`config.mk`:
```
export PLATFORM = sky130hd
export DESIGN_NAME = ysyx_22041207_trap_ctrl_flat
export DESIGN_NICKNAME = d
export VERILOG_FILES = /design/src/rtl/ysyx_22041207_trap_ctrl_if.sv /design/src/rtl/ysyx_22041207_trap_ctrl.sv /design/src/flat_wrapper.sv
export SDC_FILE = /design/constraint.sdc
export NUM_CORES = 1
export LEC_CHECK = 0
export BUFFER_PORTS_ARGS = -buffer_cell sky130_fd_sc_hd__buf_2
export CORE_ASPECT_RATIO = 2
export CORE_MARGIN = 2
export CORE_UTILIZATION = 53
export DETAILED_ROUTE_END_ITERATION = 6
export GPL_TIMING_DRIVEN = 0
export MAX_ROUTING_LAYER = met4
export PLACE_DENSITY = 0.84
export SYNTH_ARGS = -nofsm -noshare
export SYNTH_HDL_FRONTEND = slang
export SYNTH_SLANG_ARGS = --single-unit
```
`constraint.sdc`:
```
create_clock -name clk -period 3.31 [get_ports clk]
set_clock_uncertainty 0.15 [all_clocks]
set_input_delay 0.1655 -clock clk [delete_from_list [all_inputs] [get_ports clk]]
set_output_delay 0.1655 -clock clk [all_outputs]
set_load 0.1 [all_outputs]
```
`src/rtl/ysyx_22041207_trap_ctrl_if.sv`:
```
// Redirect handshake between the trap sequencer (master) and the fetch unit (slave).
interface ysyx_22041207_trap_ctrl_if #(
    parameter int XLEN = 64
);
    logic            redir_valid;
    logic [XLEN-1:0] redir_pc;
    logic            redir_ready;

    modport master (
        output redir_valid,
        output redir_pc,
        input  redir_ready
    );

    modport slave (
        input  redir_valid,
        input  redir_pc,
        output redir_ready
    );
endinterface

```
`src/rtl/ysyx_22041207_trap_ctrl.sv`:
```
// Trap / mret sequencer between writeback and the CSR file.
// Arbitrates irq > illegal > ecall > mret at writeback, pulses the CSR write
// strobes for one cycle, then offers the redirect PC to fetch over a
// valid/ready handshake. All outputs are registered and decoded from the next state.
module ysyx_22041207_trap_ctrl #(
    parameter int XLEN     = 64,
    parameter int IRQ_CODE = 7
) (
    input  logic                        clk,
    input  logic                        rst,
    input  logic [2:0]                  stage,
    input  logic [XLEN-1:0]             pc,
    input  logic [XLEN-1:0]             npc,
    input  logic                        is_ecall,
    input  logic                        is_illegal,
    input  logic                        is_mret,
    input  logic                        irq_timer,
    input  logic                        mstatus_mie,
    input  logic [XLEN-1:0]             mtvec_i,
    input  logic [XLEN-1:0]             mepc_i,
    output logic                        wmepc,
    output logic [XLEN-1:0]             mepc_v,
    output logic                        wmcause,
    output logic [XLEN-1:0]             mcause_v,
    output logic                        trap_enter,
    output logic                        mret_commit,
    output logic                        stall,
    ysyx_22041207_trap_ctrl_if.master   redir
);

    typedef enum logic [1:0] {
        IDLE  = 2'd0,
        SAVE  = 2'd1,
        MRET  = 2'd2,
        REDIR = 2'd3
    } state_t;

    localparam logic [XLEN-1:0] IRQ_CAUSE     = {1'b1, (XLEN-1)'(IRQ_CODE)};
    localparam logic [XLEN-1:0] ILLEGAL_CAUSE = XLEN'(2);
    localparam logic [XLEN-1:0] ECALL_CAUSE   = XLEN'(11);

    // Trap vector: vectored mode only offsets interrupts; the interrupt bit
    // falls off the top of the shift, leaving base + 4*code (mod 2^XLEN).
    function automatic logic [XLEN-1:0] vec_target(input logic [XLEN-1:0] mtvec,
                                                   input logic [XLEN-1:0] cause);
        logic [XLEN-1:0] base;
        base = {mtvec[XLEN-1:2], 2'b00};
        if (mtvec[1:0] == 2'b01 && cause[XLEN-1]) begin
            return base + (cause << 2);
        end else begin
            return base;
        end
    endfunction

    state_t          state_r, state_s;
    logic [XLEN-1:0] cause_r, cause_s;
    logic [XLEN-1:0] epc_r, epc_s;
    logic [XLEN-1:0] target_r, target_s;
    logic            irq_s;

    logic            wmepc_r, wmcause_r, trap_enter_r, mret_commit_r, stall_r;
    logic            redir_valid_r;
    logic [XLEN-1:0] mepc_v_r, mcause_v_r, redir_pc_r;

    // Next-state logic: event arbitration in IDLE, target capture in SAVE, handshake in REDIR.
    always_comb begin
        state_s  = state_r;
        cause_s  = cause_r;
        epc_s    = epc_r;
        target_s = target_r;
        irq_s    = irq_timer & mstatus_mie;
        case (state_r)
            IDLE: begin
                if (stage == 3'h4) begin
                    if (irq_s) begin
                        state_s = SAVE;
                        cause_s = IRQ_CAUSE;
                        // A trapping instruction does not commit, so it is re-run on return.
                        epc_s   = (is_illegal | is_ecall) ? pc : npc;
                    end else if (is_illegal) begin
                        state_s = SAVE;
                        cause_s = ILLEGAL_CAUSE;
                        epc_s   = pc;
                    end else if (is_ecall) begin
                        state_s = SAVE;
                        cause_s = ECALL_CAUSE;
                        epc_s   = pc;
                    end else if (is_mret) begin
                        state_s  = MRET;
                        target_s = mepc_i;
                    end else begin
                        state_s = IDLE;
                    end
                end else begin
                    state_s = IDLE;
                end
            end
            SAVE: begin
                target_s = vec_target(mtvec_i, cause_r);
                state_s  = REDIR;
            end
            MRET: begin
                state_s = REDIR;
            end
            REDIR: begin
                if (redir.redir_ready) begin
                    state_s = IDLE;
                end else begin
                    state_s = REDIR;
                end
            end
            default: begin
                state_s = IDLE;
            end
        endcase
    end

    // State, internal capture registers and Moore outputs decoded from the next state.
    always_ff @(posedge clk) begin
        if (rst) begin
            state_r       <= IDLE;
            cause_r       <= '0;
            epc_r         <= '0;
            target_r      <= '0;
            wmepc_r       <= 1'b0;
            wmcause_r     <= 1'b0;
            trap_enter_r  <= 1'b0;
            mret_commit_r <= 1'b0;
            stall_r       <= 1'b0;
            redir_valid_r <= 1'b0;
            mepc_v_r      <= '0;
            mcause_v_r    <= '0;
            redir_pc_r    <= '0;
        end else begin
            state_r       <= state_s;
            cause_r       <= cause_s;
            epc_r         <= epc_s;
            target_r      <= target_s;
            wmepc_r       <= (state_s == SAVE);
            wmcause_r     <= (state_s == SAVE);
            trap_enter_r  <= (state_s == SAVE);
            mret_commit_r <= (state_s == MRET);
            stall_r       <= (state_s != IDLE);
            redir_valid_r <= (state_s == REDIR);
            mepc_v_r      <= (state_s == SAVE)  ? epc_s    : '0;
            mcause_v_r    <= (state_s == SAVE)  ? cause_s  : '0;
            redir_pc_r    <= (state_s == REDIR) ? target_s : '0;
        end
    end

    assign wmepc             = wmepc_r;
    assign wmcause           = wmcause_r;
    assign trap_enter        = trap_enter_r;
    assign mret_commit       = mret_commit_r;
    assign stall             = stall_r;
    assign mepc_v            = mepc_v_r;
    assign mcause_v          = mcause_v_r;
    assign redir.redir_valid = redir_valid_r;
    assign redir.redir_pc    = redir_pc_r;

endmodule

```
`src/flat_wrapper.sv`:
```
// flat-port wrapper written by rule: the top's interface ports become plain ports
module ysyx_22041207_trap_ctrl_flat 
#(
    parameter int XLEN     = 64,
    parameter int IRQ_CODE = 7
)
  (clk, rst, stage, pc, npc, is_ecall, is_illegal, is_mret, irq_timer, mstatus_mie, mtvec_i, mepc_i, wmepc, mepc_v, wmcause, mcause_v, trap_enter, mret_commit, stall, redir_redir_valid, redir_redir_pc, redir_redir_ready);
  ysyx_22041207_trap_ctrl_if #(.XLEN(XLEN)) redir_i ();
  input  logic clk;
  input  logic rst;
  input  logic [2:0] stage;
  input  logic [XLEN-1:0] pc;
  input  logic [XLEN-1:0] npc;
  input  logic is_ecall;
  input  logic is_illegal;
  input  logic is_mret;
  input  logic irq_timer;
  input  logic mstatus_mie;
  input  logic [XLEN-1:0] mtvec_i;
  input  logic [XLEN-1:0] mepc_i;
  output logic wmepc;
  output logic [XLEN-1:0] mepc_v;
  output logic wmcause;
  output logic [XLEN-1:0] mcause_v;
  output logic trap_enter;
  output logic mret_commit;
  output logic stall;
  output wire logic [$bits(redir_i.redir_valid)-1:0] redir_redir_valid;
  output wire logic [$bits(redir_i.redir_pc)-1:0] redir_redir_pc;
  input wire logic [$bits(redir_i.redir_ready)-1:0] redir_redir_ready;
  assign redir_redir_valid = redir_i.redir_valid;
  assign redir_redir_pc = redir_i.redir_pc;
  assign redir_i.redir_ready = redir_redir_ready;
  ysyx_22041207_trap_ctrl #(.XLEN(XLEN), .IRQ_CODE(IRQ_CODE)) u_core (.clk(clk), .rst(rst), .stage(stage), .pc(pc), .npc(npc), .is_ecall(is_ecall), .is_illegal(is_illegal), .is_mret(is_mret), .irq_timer(irq_timer), .mstatus_mie(mstatus_mie), .mtvec_i(mtvec_i), .mepc_i(mepc_i), .wmepc(wmepc), .mepc_v(mepc_v), .wmcause(wmcause), .mcause_v(mcause_v), .trap_enter(trap_enter), .mret_commit(mret_commit), .stall(stall), .redir(redir_i));
endmodule
```
## After elaboration in Yosys (flattened, before gate mapping)

Index checks and enable logic that the tools add are counted.

- Mux-type cells: 25
- Eq/ne operators: 8
- Bitwise gates (word level): 4
- Reduce and logical (&&, ||, !) cells: 6
- Add/sub/neg operators: 1

Operators with widths:

| cell | number |
|---|---|
| two-way mux 64 bit | 17 |
| case mux 64 bit (2 select lines) | 1 |
| adder 64 bit | 1 |
| two-way mux 2 bit | 6 |
| equality test 2 bit (second input constant) | 4 |
| equality test 2 x 1 -> 1 bit (second input constant) | 3 |
| case mux 2 bit (3 select lines) | 1 |
| OR reduction 2 bit | 3 |
| equality test 3 bit (second input constant) | 1 |
| logical NOT 2 bit | 1 |
| NOT 1 bit | 2 |
| nonzero test 2 bit | 1 |
| bitwise AND 1 bit | 1 |
| logical AND 1 bit | 1 |
| OR 1 bit | 1 |

- Flip-flop bits (word level): 390
- Bits of input ports: 267

## Depth between registers and ports, before layout

Gate-level depths: netlist (run 1).

- Word-level depth: 9
- Depth in mapped cells: 13
- Gate-level depth less buffers: 13

## Worst setup path after synthesis (run 1)

OpenSTA, ideal clock, no wires.

- Kind: register to register
- Start point: register u_core.cause_r[0]
- End point: register u_core.redir_pc_r[48] (netlist: u_core.redir.redir_pc[48])
- Data required time: 3.098 ns
- Setup time: 0.062 ns
- Arrival time: 2.722 ns
- Path slack: 0.376 ns
- Stages on the path, launching flop included: 14
- Path through: dfxtp_1 ha_1 inv_1 fa_1 nand2b_1 a21o_1 nand2_1 a221oi_4 o211ai_2 nand3_1 a211o_1 a22o_1 or4_1 nand3_1

- Word-level cells in the longest chain between the ends: 3

RTL lines:

| element | RTL line | RTL |
|---|---|---|
| start, declared | ysyx_22041207_trap_ctrl.sv:56 | `logic [XLEN-1:0] cause_r, cause_s;` |
| start signal, assigned | ysyx_22041207_trap_ctrl.sv:136 | `cause_r <= cause_s;` |
| adder 64 bit | ysyx_22041207_trap_ctrl.sv:49 | `return base + (cause << 2);` |
| two-way mux 64 bit | ysyx_22041207_trap_ctrl.sv:48 | `if (mtvec[1:0] == 2'b01 && cause[XLEN-1]) begin` |
| case mux 64 bit (2 select lines) | ysyx_22041207_trap_ctrl.sv:72 | `case (state_r)` |
| end signal, assigned | ysyx_22041207_trap_ctrl.sv:147 | `redir_pc_r <= (state_s == REDIR) ? target_s : '0;` |
| end, declared | ysyx_22041207_trap_ctrl.sv:63 | `logic [XLEN-1:0] mepc_v_r, mcause_v_r, redir_pc_r;` |

No other way between the ends.
A chain may end at the register's enable or synchronous reset.

## Worst setup path after layout (run 1)

- Start point: register u_core.cause_r[1]
- End point: register u_core.target_r[61]

- Word-level cells in the longest chain between the ends: 3

RTL lines:

| element | RTL line | RTL |
|---|---|---|
| adder 64 bit | ysyx_22041207_trap_ctrl.sv:49 |  |
| two-way mux 64 bit | ysyx_22041207_trap_ctrl.sv:48 |  |
| case mux 64 bit (2 select lines) | ysyx_22041207_trap_ctrl.sv:72 |  |
| end signal, assigned | ysyx_22041207_trap_ctrl.sv:138 | `target_r <= target_s;` |
| end, declared | ysyx_22041207_trap_ctrl.sv:58 | `logic [XLEN-1:0] target_r, target_s;` |

No other way between the ends.

==> impl_metrics.csv, run 1 <==
group,metric,value,unit
status,status,"complete, but fails checks",
status,violations,"design-rule violations, negative setup slack",
detailed_routing,wirelength,74100,µm
power_and_ir_drop,power_density,447,nW/µm²
floorplanning,die_y,255,µm
cts,cts_tree,"built",
place,placed_cells,2846,
cts,clk_path_buf_depth,3,
floorplanning,pin_count,465,
setup_path,r2r-start,"u_core.cause_r[1]",
cts,cts_inserted_buffers,35,
yosys,ys_types,80,
finish,fin_util,76.4,%
setup_path,crit_path_start_kind,"register",
yosys,ys.flop_type,"dfxtp_1",
yosys,synth_top_family_by_area,"simple AND/OR/NAND/NOR gates",
floorplanning,placementRows,92,
sta,finalHoldViolations,0,
power_and_ir_drop,clkPwrFrac,40.2,%
cts,h-tree-depth,2,
sta,drv_slew,0,
setup_path,reg2reg_slack,-0.18,ns
yosys,synth_cells,1902,
finish,final_cells,3166,
power_and_ir_drop,ir_drop,0.603,mV
detailed_routing,dr.pass1.iters,7,
yosys,synth_compound_area_share,20.0,%
yosys,synth-edff-count,0,
yosys,async_reset_ff_share,0,%
finish,areaGrowthSynthToFinish,43.0,%
sta,layout_setup_ws,-0.185,ns
sta,worst_pin_slew,0.900,ns
yosys,synth-adder-area-share,4.91,%
yosys,synthSimpleGateAreaFrac,21.6,%
yosys,yosysTopAreaCellShare,46.6,%
sta,rsz0062_at_grt,"true",
sta,setup-violations-final,6,
yosys,synth_seq_area_share,46.6,%
cts,insertion_delay,0.53,ns
sta,fmax,286,MHz
setup_path,end_kind,"register",
finish,layout.nets,3038,
detailed_routing,detail-route-antenna-nets,0,
grt,grt_antenna_before_repair,8,
setup_path,crit_type,"reg -> reg",
detailed_routing,wl_per_cell,23.4,µm
floorplanning,start_util,53.4,%
job,cap_violations,0,
cts,cts.sinks,389,
power_and_ir_drop,power.leakage,0.0109,µW
detailed_routing,viasPerCell,6.06,
detailed_routing,route.vias.total,19194,
grt,grt-ovfl-total,0,
setup_path,crit_fanout,6,
sta,period_share,106,%
sta,min_period,3.49,ns
yosys,syn-cell-area,16700,µm²
worst_hold_path,hp-start,"mtvec_i[27]",
yosys,avgSynthCellArea,8.79,µm²
power_and_ir_drop,power_switching,3010,µW
cts,cts_root_buf,"clkbuf_16",
finish,layout-drive-gt1-share,24.1,%
place,io_buffer_count,463,
place,gp_congestion,0.985,
place,dp.final_hpwl,43800,µm
floorplanning,core_area,31300,µm²
yosys,yosys.area.top_type,"dfxtp_1",
setup_path,cp.required,3.63,ns
grt,grt_start_max_net_pins,18,
power_and_ir_drop,p_int,7690,µW
power_and_ir_drop,p_comb_share,14.6,%
yosys,synth.area.top_cells,"dfxtp_1, and2_1, a21oi_1",
cts,clk_pin_slew_worst_paths,0.07,ns
detailed_routing,drtIter0Drc,2275,
sta,slew_headroom,40.0,%
yosys,synth_mux_area_share,0.957,%
power_and_ir_drop,power_frac_seq,45.1,%
setup_path,crit_start,"u_core.cause_r[1]",
power_and_ir_drop,swShare,28.1,%
place,dpl_worst_slack,-0.398,ns
yosys,ys_warn_count,0,
detailed_routing,drc,1,
yosys,synth_seq_cells,389,
grt,grtUsageTotal,43.4,%
grt,grt_pass1_vias,18844,
yosys,synth_xor_area_share,2.25,%
floorplanning,die_w,130,µm
setup_path,cp.arrival,3.81,ns
floorplanning,dieArea,33100,µm²
grt,grt_pass1_wl,107000,µm
worst_hold_path,worstHoldPathType,"in -> reg",
==> final timing paths <==
kind,endpoint,cells past startpoint
max,u_core.target_r[61],12
min,u_core.target_r[27],5
max reg2reg,u_core.target_r[61],12
min reg2reg,u_core.cause_r[36],1
==> critical path, cell delays in order, from the launching register on <==
cell and delay, ns:
dfxtp_4 0.36, ha_4 0.27, a21oi_4 0.06, nand4b_1 0.29, a21oi_4 0.27, o21ai_4 0.11
a31oi_4 0.24, o2111ai_4 0.20, a2111oi_4 0.55, o21ai_4 0.16, buf_4 0.17, o41ai_2 0.40
o21bai_1 0.17
==> through the flow <==
step                      cell area [µm²]  power, µW  TNS [ns]  hold WS (ns)
after detailed placement            19800       6100    -20.75         0.284
final                               23900      10700    -0.569        0.0123
after global placement              19800       6090    -19.53         0.277
after global routing                23900      10900     -2.05        0.0371
after floorplan                     16900       5700         0         0.167
after CTS                           23500      10500         0      0.000927
==> final cells by class <==
type / count / area [µm²]
multi-input cells: 1413 / 8960
flip-flops and latches: 389 / 7790
fillers: 2028 / 7390
repair buffers: 714 / 4790
clock buffers: 46 / 1010
plain buffers: 127 / 534
well taps: 423 / 529
clock inverters: 17 / 174
inverters: 26 / 97.6
diodes: 11 / 27.5
==> registers in the layout, summed over array words and instances, names as in the netlist <==
name	flops
u_core.redir.redir_pc	64
u_core.cause_r	63
u_core.redir.redir_valid	1
u_core.wmepc	1
u_core.state_r	2
u_core.stall	1
u_core.target_r	64
u_core.mret_commit	1
u_core.mepc_v	64
u_core.mcause_v	64
u_core.epc_r	64
==> power by group through the flow <==
stage / clock network [µW] / logic, µW / registers [µW]
2_1_floorplan: 0 / 447 / 5250
3_3_place_gp: 0 / 1170 / 4920
3_5_place_dp: 0 / 1180 / 4920
4_1_cts: 4240 / 1430 / 4820
5_1_grt: 4440 / 1630 / 4830
6_report: 4300 / 1570 / 4830
==> routing by layer <==
layer | global-route usage, % | share of wire, % | vias up
li1 | - | - | 8272
met1 | 48.7 | 35 | 8858
met2 | 68.2 | 46 | 1543
met3 | 12.0 | 11 | 521
met4 | 26.6 | 8.3 | 0
met5 | - | 0 | -
==> cell usage after synthesis (all sizes together) (32+ instances only) <==
master	count
dfxtp	389
a21oi	197
nor2	252
a221oi	41
and2	207
a21o	34
nand2	94
and3	35
clkbuf	107
o22ai	78
ha	64
o21ai	50
nand3	32
==> kinds of logic after synthesis <==
family / count (synthesis)
AND/OR/NAND/NOR: 718
AO/OA/AOI/OAI: 513
flip-flops: 389
buffers and inverters: 158
adder cells (fa/ha/maj): 65
XOR/XNOR: 43
multiplexers: 15
other: 1
==> what timing repair did <==
item | CTS | global route
gates resized for setup | 26 | 75
hold buffers | 237 | 0
buffers inserted | 1 | 13
endpoints found under the hold margin | 254 | 0
setup endpoints to repair | 120 | 101
pin swaps | 2 | 22
==> cell usage in the layout (no fill, tap or decap), drive strengths merged, types with 11 or more instances in the layout <==
cell	n
buf	500
dfxtp	389
nor2	252
dlygate4sd3	237
and2	207
a21oi	197
clkbuf	150
nand2	94
o22ai	78
ha	64
conb	59
o21ai	50
a221oi	41
and3	35
a21o	34
nand3	32
inv	27
nand4	26
xnor2	26
nor3	24
o21bai	18
xor2	17
clkinv	12
diode	11
(Power assumes the default switching activity.)
==> run 2: changes to the inputs <==
==> constraint.sdc (replaced) <==
create_clock -name clk -period 3.25 [get_ports clk]
set_clock_uncertainty 0.15 [all_clocks]
set_input_delay 0.1625 -clock clk [delete_from_list [all_inputs] [get_ports clk]]
set_output_delay 0.1625 -clock clk [all_outputs]
set_load 0.1 [all_outputs]
==> impl_metrics.csv, run 2 <==
group,metric,value,unit
status,status,"stopped before the end",
status,stop_stage,"global routing",
status,toolErrorMsg,"[ERROR GRT-0116] Global routing finished with congestion. Check the congestion regions in the DRC Viewer.",
yosys,ys_warn_count,0,
yosys,avgSynthCellArea,8.79,µm²
yosys,yosys-top-cells-count,"dfxtp_1, nor2_1, and2_1",
yosys,ys.flop_type,"dfxtp_1",
floorplanning,die_w,130,µm
yosys,yosys.area.top_type,"dfxtp_1",
yosys,synth_most_common_cell,"dfxtp_1",
place,io_buffer_count,463,
floorplanning,start_util,53.4,%
grt,grtUsageTotal,46.3,%
yosys,synth.area.top_cells,"dfxtp_1, and2_1, a21oi_1",
yosys,async_reset_ff_share,0,%
place,dpl_cell_area,19800,µm²
place,dp.final_hpwl,43800,µm
place,gp_congestion,0.985,
floorplanning,die_y,255,µm
yosys,yosysTopAreaCellShare,46.6,%
floorplanning,placementRows,92,
cts,h-tree-depth,2,
floorplanning,pin_count,465,
grt,grt-ovfl-total,2,
cts,cts.sinks,389,
cts,cts_inserted_buffers,35,
grt,grt_pass1_vias,19978,
yosys,synth-edff-count,0,
cts,cts_root_buf,"clkbuf_16",
grt,grt_start_max_net_pins,18,
grt,grt_pass1_wl,113000,µm
yosys,synth_seq_cells,389,
yosys,synth_seq_area_share,46.6,%
yosys,ys_types,80,
yosys,syn-cell-area,16700,µm²
cts,clk_path_buf_depth,3,
yosys,synth_cells,1902,
==> run 2: cell counts after synthesis <==
No cell type changed its count.
==> run 2: cell families after synthesis <==
kind of cell    after synthesis  share of synthesized area (%)
xor+xnor                     43                           2.25
compound gates              513                           20.0
mux                          15                          0.957
fa+ha+maj                    65                           4.91
simple gates                718                           21.6
other cells                   1                         0.0224
buf+inv                     158                           3.75
flops                       389                           46.6
==> run 2: timing repair <==
action                                  4_1_cts
setup buffers                                 3
hold buffers                                240
hold endpoints to repair                    255
endpoints found under the setup margin      129
gates resized for setup                      39
pin swaps                                     7
==> run 2: metrics by stage <==
stage / setup slack (ns) / setup TNS (ns) / hold slack (ns) / util, % / std cells
after floorplan: 0.316 / 0 / 0.164 / - / 1960
after detailed placement: -0.458 / -28.03 / 0.281 / 63.2 / 2846
after CTS: -0.00944 / -0.00971 / 0.000554 / 75.4 / 3149
after global placement: -0.490 / -26.95 / 0.274 / 63.2 / 2846
==> run 2: per-layer routing <==
| layer | overflow | track usage, % |
|---|---|---|
| met4 | 1 | 33.1 |
| met2 | 0 | 68.8 |
| met1 | 1 | 48.5 |
| met5 | - | - |
| met3 | 0 | 20.4 |
==> run 3: changes to the inputs <==
--- a/config.mk
+++ b/config.mk
@@ -6,13 +6,11 @@
 export NUM_CORES = 1
 export LEC_CHECK = 0
 export BUFFER_PORTS_ARGS = -buffer_cell sky130_fd_sc_hd__buf_2
-export CORE_ASPECT_RATIO = 2
 export CORE_MARGIN = 2
-export CORE_UTILIZATION = 53
+export CORE_UTILIZATION = 40
 export DETAILED_ROUTE_END_ITERATION = 6
 export GPL_TIMING_DRIVEN = 0
-export MAX_ROUTING_LAYER = met4
-export PLACE_DENSITY = 0.84
+export PLACE_DENSITY_LB_ADDON = 0.15
 export SYNTH_ARGS = -nofsm -noshare
 export SYNTH_HDL_FRONTEND = slang
 export SYNTH_SLANG_ARGS = --single-unit
==> impl_metrics.csv, run 3 (synthesis results as in run 1) <==
group,metric,value,unit
floorplanning,die_w,208,µm
setup_path,crit_path_start_kind,"register",
grt,grt_start_max_net_pins,14,
job,cap_violations,0,
detailed_routing,detail-route-antenna-nets,0,
cts,cts_root_buf,"clkbuf_16",
floorplanning,placementRows,74,
sta,layout_setup_ws,-0.0894,ns
setup_path,crit_fanout,6,
cts,cts_tree,"built",
sta,slew_headroom,39.8,%
floorplanning,pin_count,465,
finish,design_area,24800,µm²
finish,layout.nets,3076,
worst_hold_path,worstHoldPathType,"in -> reg",
finish,fin_util,60.5,%
setup_path,cp.arrival,3.69,ns
place,dp.final_hpwl,47900,µm
detailed_routing,wirelength,66700,µm
detailed_routing,drtIter0Drc,1254,
power_and_ir_drop,power_density,462,nW/µm²
setup_path,crit_type,"reg -> reg",
sta,fin_tns_setup,-0.182,ns
grt,grtUsageTotal,29.7,%
setup_path,cpLargestDelayFamily,"simple AND/OR/NAND/NOR gates",
finish,mostFrequentLayoutCells,"buf_2, dfxtp_1, dlygate4sd3_1, nor2_1, and2_1",
setup_path,crit_top_cell,"nand4_1",
setup_path,crit_chain,"ha_4 -> a21oi_1 -> o21ai_1 -> nor3b_1 -> o31ai_2 -> buf_4 -> nand4_1 -> a21oi_2 -> o21bai_2 -> nand4_1 -> or4_1 -> o2111ai_1",
floorplanning,dieArea,43500,µm²
status,violations,"negative setup slack",
cts,clk_path_buf_depth,3,
detailed_routing,drc,0,
finish,layout_commonest_cell,"buf_2",
setup_path,cp_num_buf_inv,1,
setup_path,critPathSlowestCell,"or4_1",
sta,fmax,299,MHz
floorplanning,die_y,208,µm
grt,grt_antenna_before_repair,2,
cts,cts_inserted_buffers,43,
place,dpl_cell_area,19900,µm²
setup_path,end_kind,"register",
place,io_buffer_count,463,
place,gp_congestion,0.952,
grt,grt_pass1_wl,100000,µm
sta,setup-violations-final,3,
sta,rsz0062_at_grt,"true",
grt,grt_pass1_vias,17581,
power_and_ir_drop,power.leakage,0.0112,µW
cts,clk_pin_slew_worst_paths,0.07,ns
setup_path,cp.required,3.60,ns
setup_path,slowest_delay,0.56,ns
detailed_routing,viasPerCell,5.31,
detailed_routing,wl_per_cell,20.1,µm
cts,cts.sinks,389,
sta,period_share,103,%
sta,finalHoldViolations,0,
grt,grt-ovfl-total,0,
sta,drv_slew,0,
sta,min_period,3.34,ns
finish,layout-drive-gt1-share,25.6,%
floorplanning,start_util,40.8,%
sta,worst_pin_slew,0.902,ns
detailed_routing,route.vias.total,17556,
detailed_routing,dr.pass1.iters,6,
finish,areaGrowthSynthToFinish,48.4,%
power_and_ir_drop,ir_drop,0.515,mV
floorplanning,core_area,41000,µm²
status,status,"complete, but fails checks",
cts,insertion_delay,0.59,ns
cts,h-tree-depth,2,
[run 3: power by group]
group          switching, µW  total, µW  internal, µW  leakage, µW
registers               30.4       4910          4880      0.00317
logic                    959       1570           610      0.00734
clock network           2060       5000          2940     0.000707
[run 3: cell type report]
| class | instances | area (µm²) |
|---|---|---|
| fill | 3594 | 16200 |
| multi-input combinational | 1413 | 9180 |
| sequential | 389 | 7790 |
| timing repair buffer | 745 | 5090 |
| clock buffer | 59 | 1210 |
| tap | 532 | 666 |
| buffer | 126 | 554 |
| clock inverter | 18 | 233 |
| inverter | 26 | 97.6 |
| antenna | 1 | 2.50 |
[run 3: worst register-to-register path, cell delays in order (launching register included)]
cell and delay, ns:
dfxtp_1 0.34, ha_4 0.31, a21oi_1 0.08, o21ai_1 0.18, nor3b_1 0.46, o31ai_2 0.10, buf_4 0.17, nand4_1 0.21
a21oi_2 0.11, o21bai_2 0.20, nand4_1 0.28, or4_1 0.56, o2111ai_1 0.10
[run 3: worst paths after layout]
kind | startpoint | endpoint | slack, ns | cells past startpoint
hold reg to reg | u_core.cause_r[36] | u_core.cause_r[36] | 0.31 | 1
hold / removal | mtvec_i[13] | u_core.target_r[13] | 0.02 | 5
setup reg to reg | u_core.cause_r[6] | u_core.target_r[55] | -0.09 | 12
setup / recovery | u_core.cause_r[6] | u_core.target_r[55] | -0.09 | 12
[run 3: repair_timing]
action | 4_1_cts | 5_1_grt
gates resized for setup | 68 | 86
buffers inserted | 8 | 13
hold buffers | 260 | 0
hold endpoints to repair | 260 | 0
pin swaps | 22 | 36
endpoints found under the setup margin | 141 | 141
gates cloned | 0 | 1
[run 3: routing by layer]
layer | wire length [µm] | vias to the layer above | GRT usage [%] | part of all wire [%]
met4 | 2490 | 2 | 11.5 | 3.7
met3 | 4520 | 139 | 5.01 | 6.8
met5 | 7 | - | 0 | 0.010
met2 | 31000 | 714 | 49.3 | 46
li1 | - | 8357 | - | -
met1 | 28700 | 8344 | 38.6 | 43
[run 3: stage by stage]
stage               setup slack (ns)  power (µW)  cells  hold slack [ns]
floorplan                      0.316        5810   1960            0.164
global placement              -0.790        6230   2955            0.267
detailed placement            -0.833        6240   2955            0.270
CTS                          -0.0566       11500   3295          0.00313
global route                  -0.166       11900   3309           0.0264
finish                       -0.0894       11500   3309           0.0193
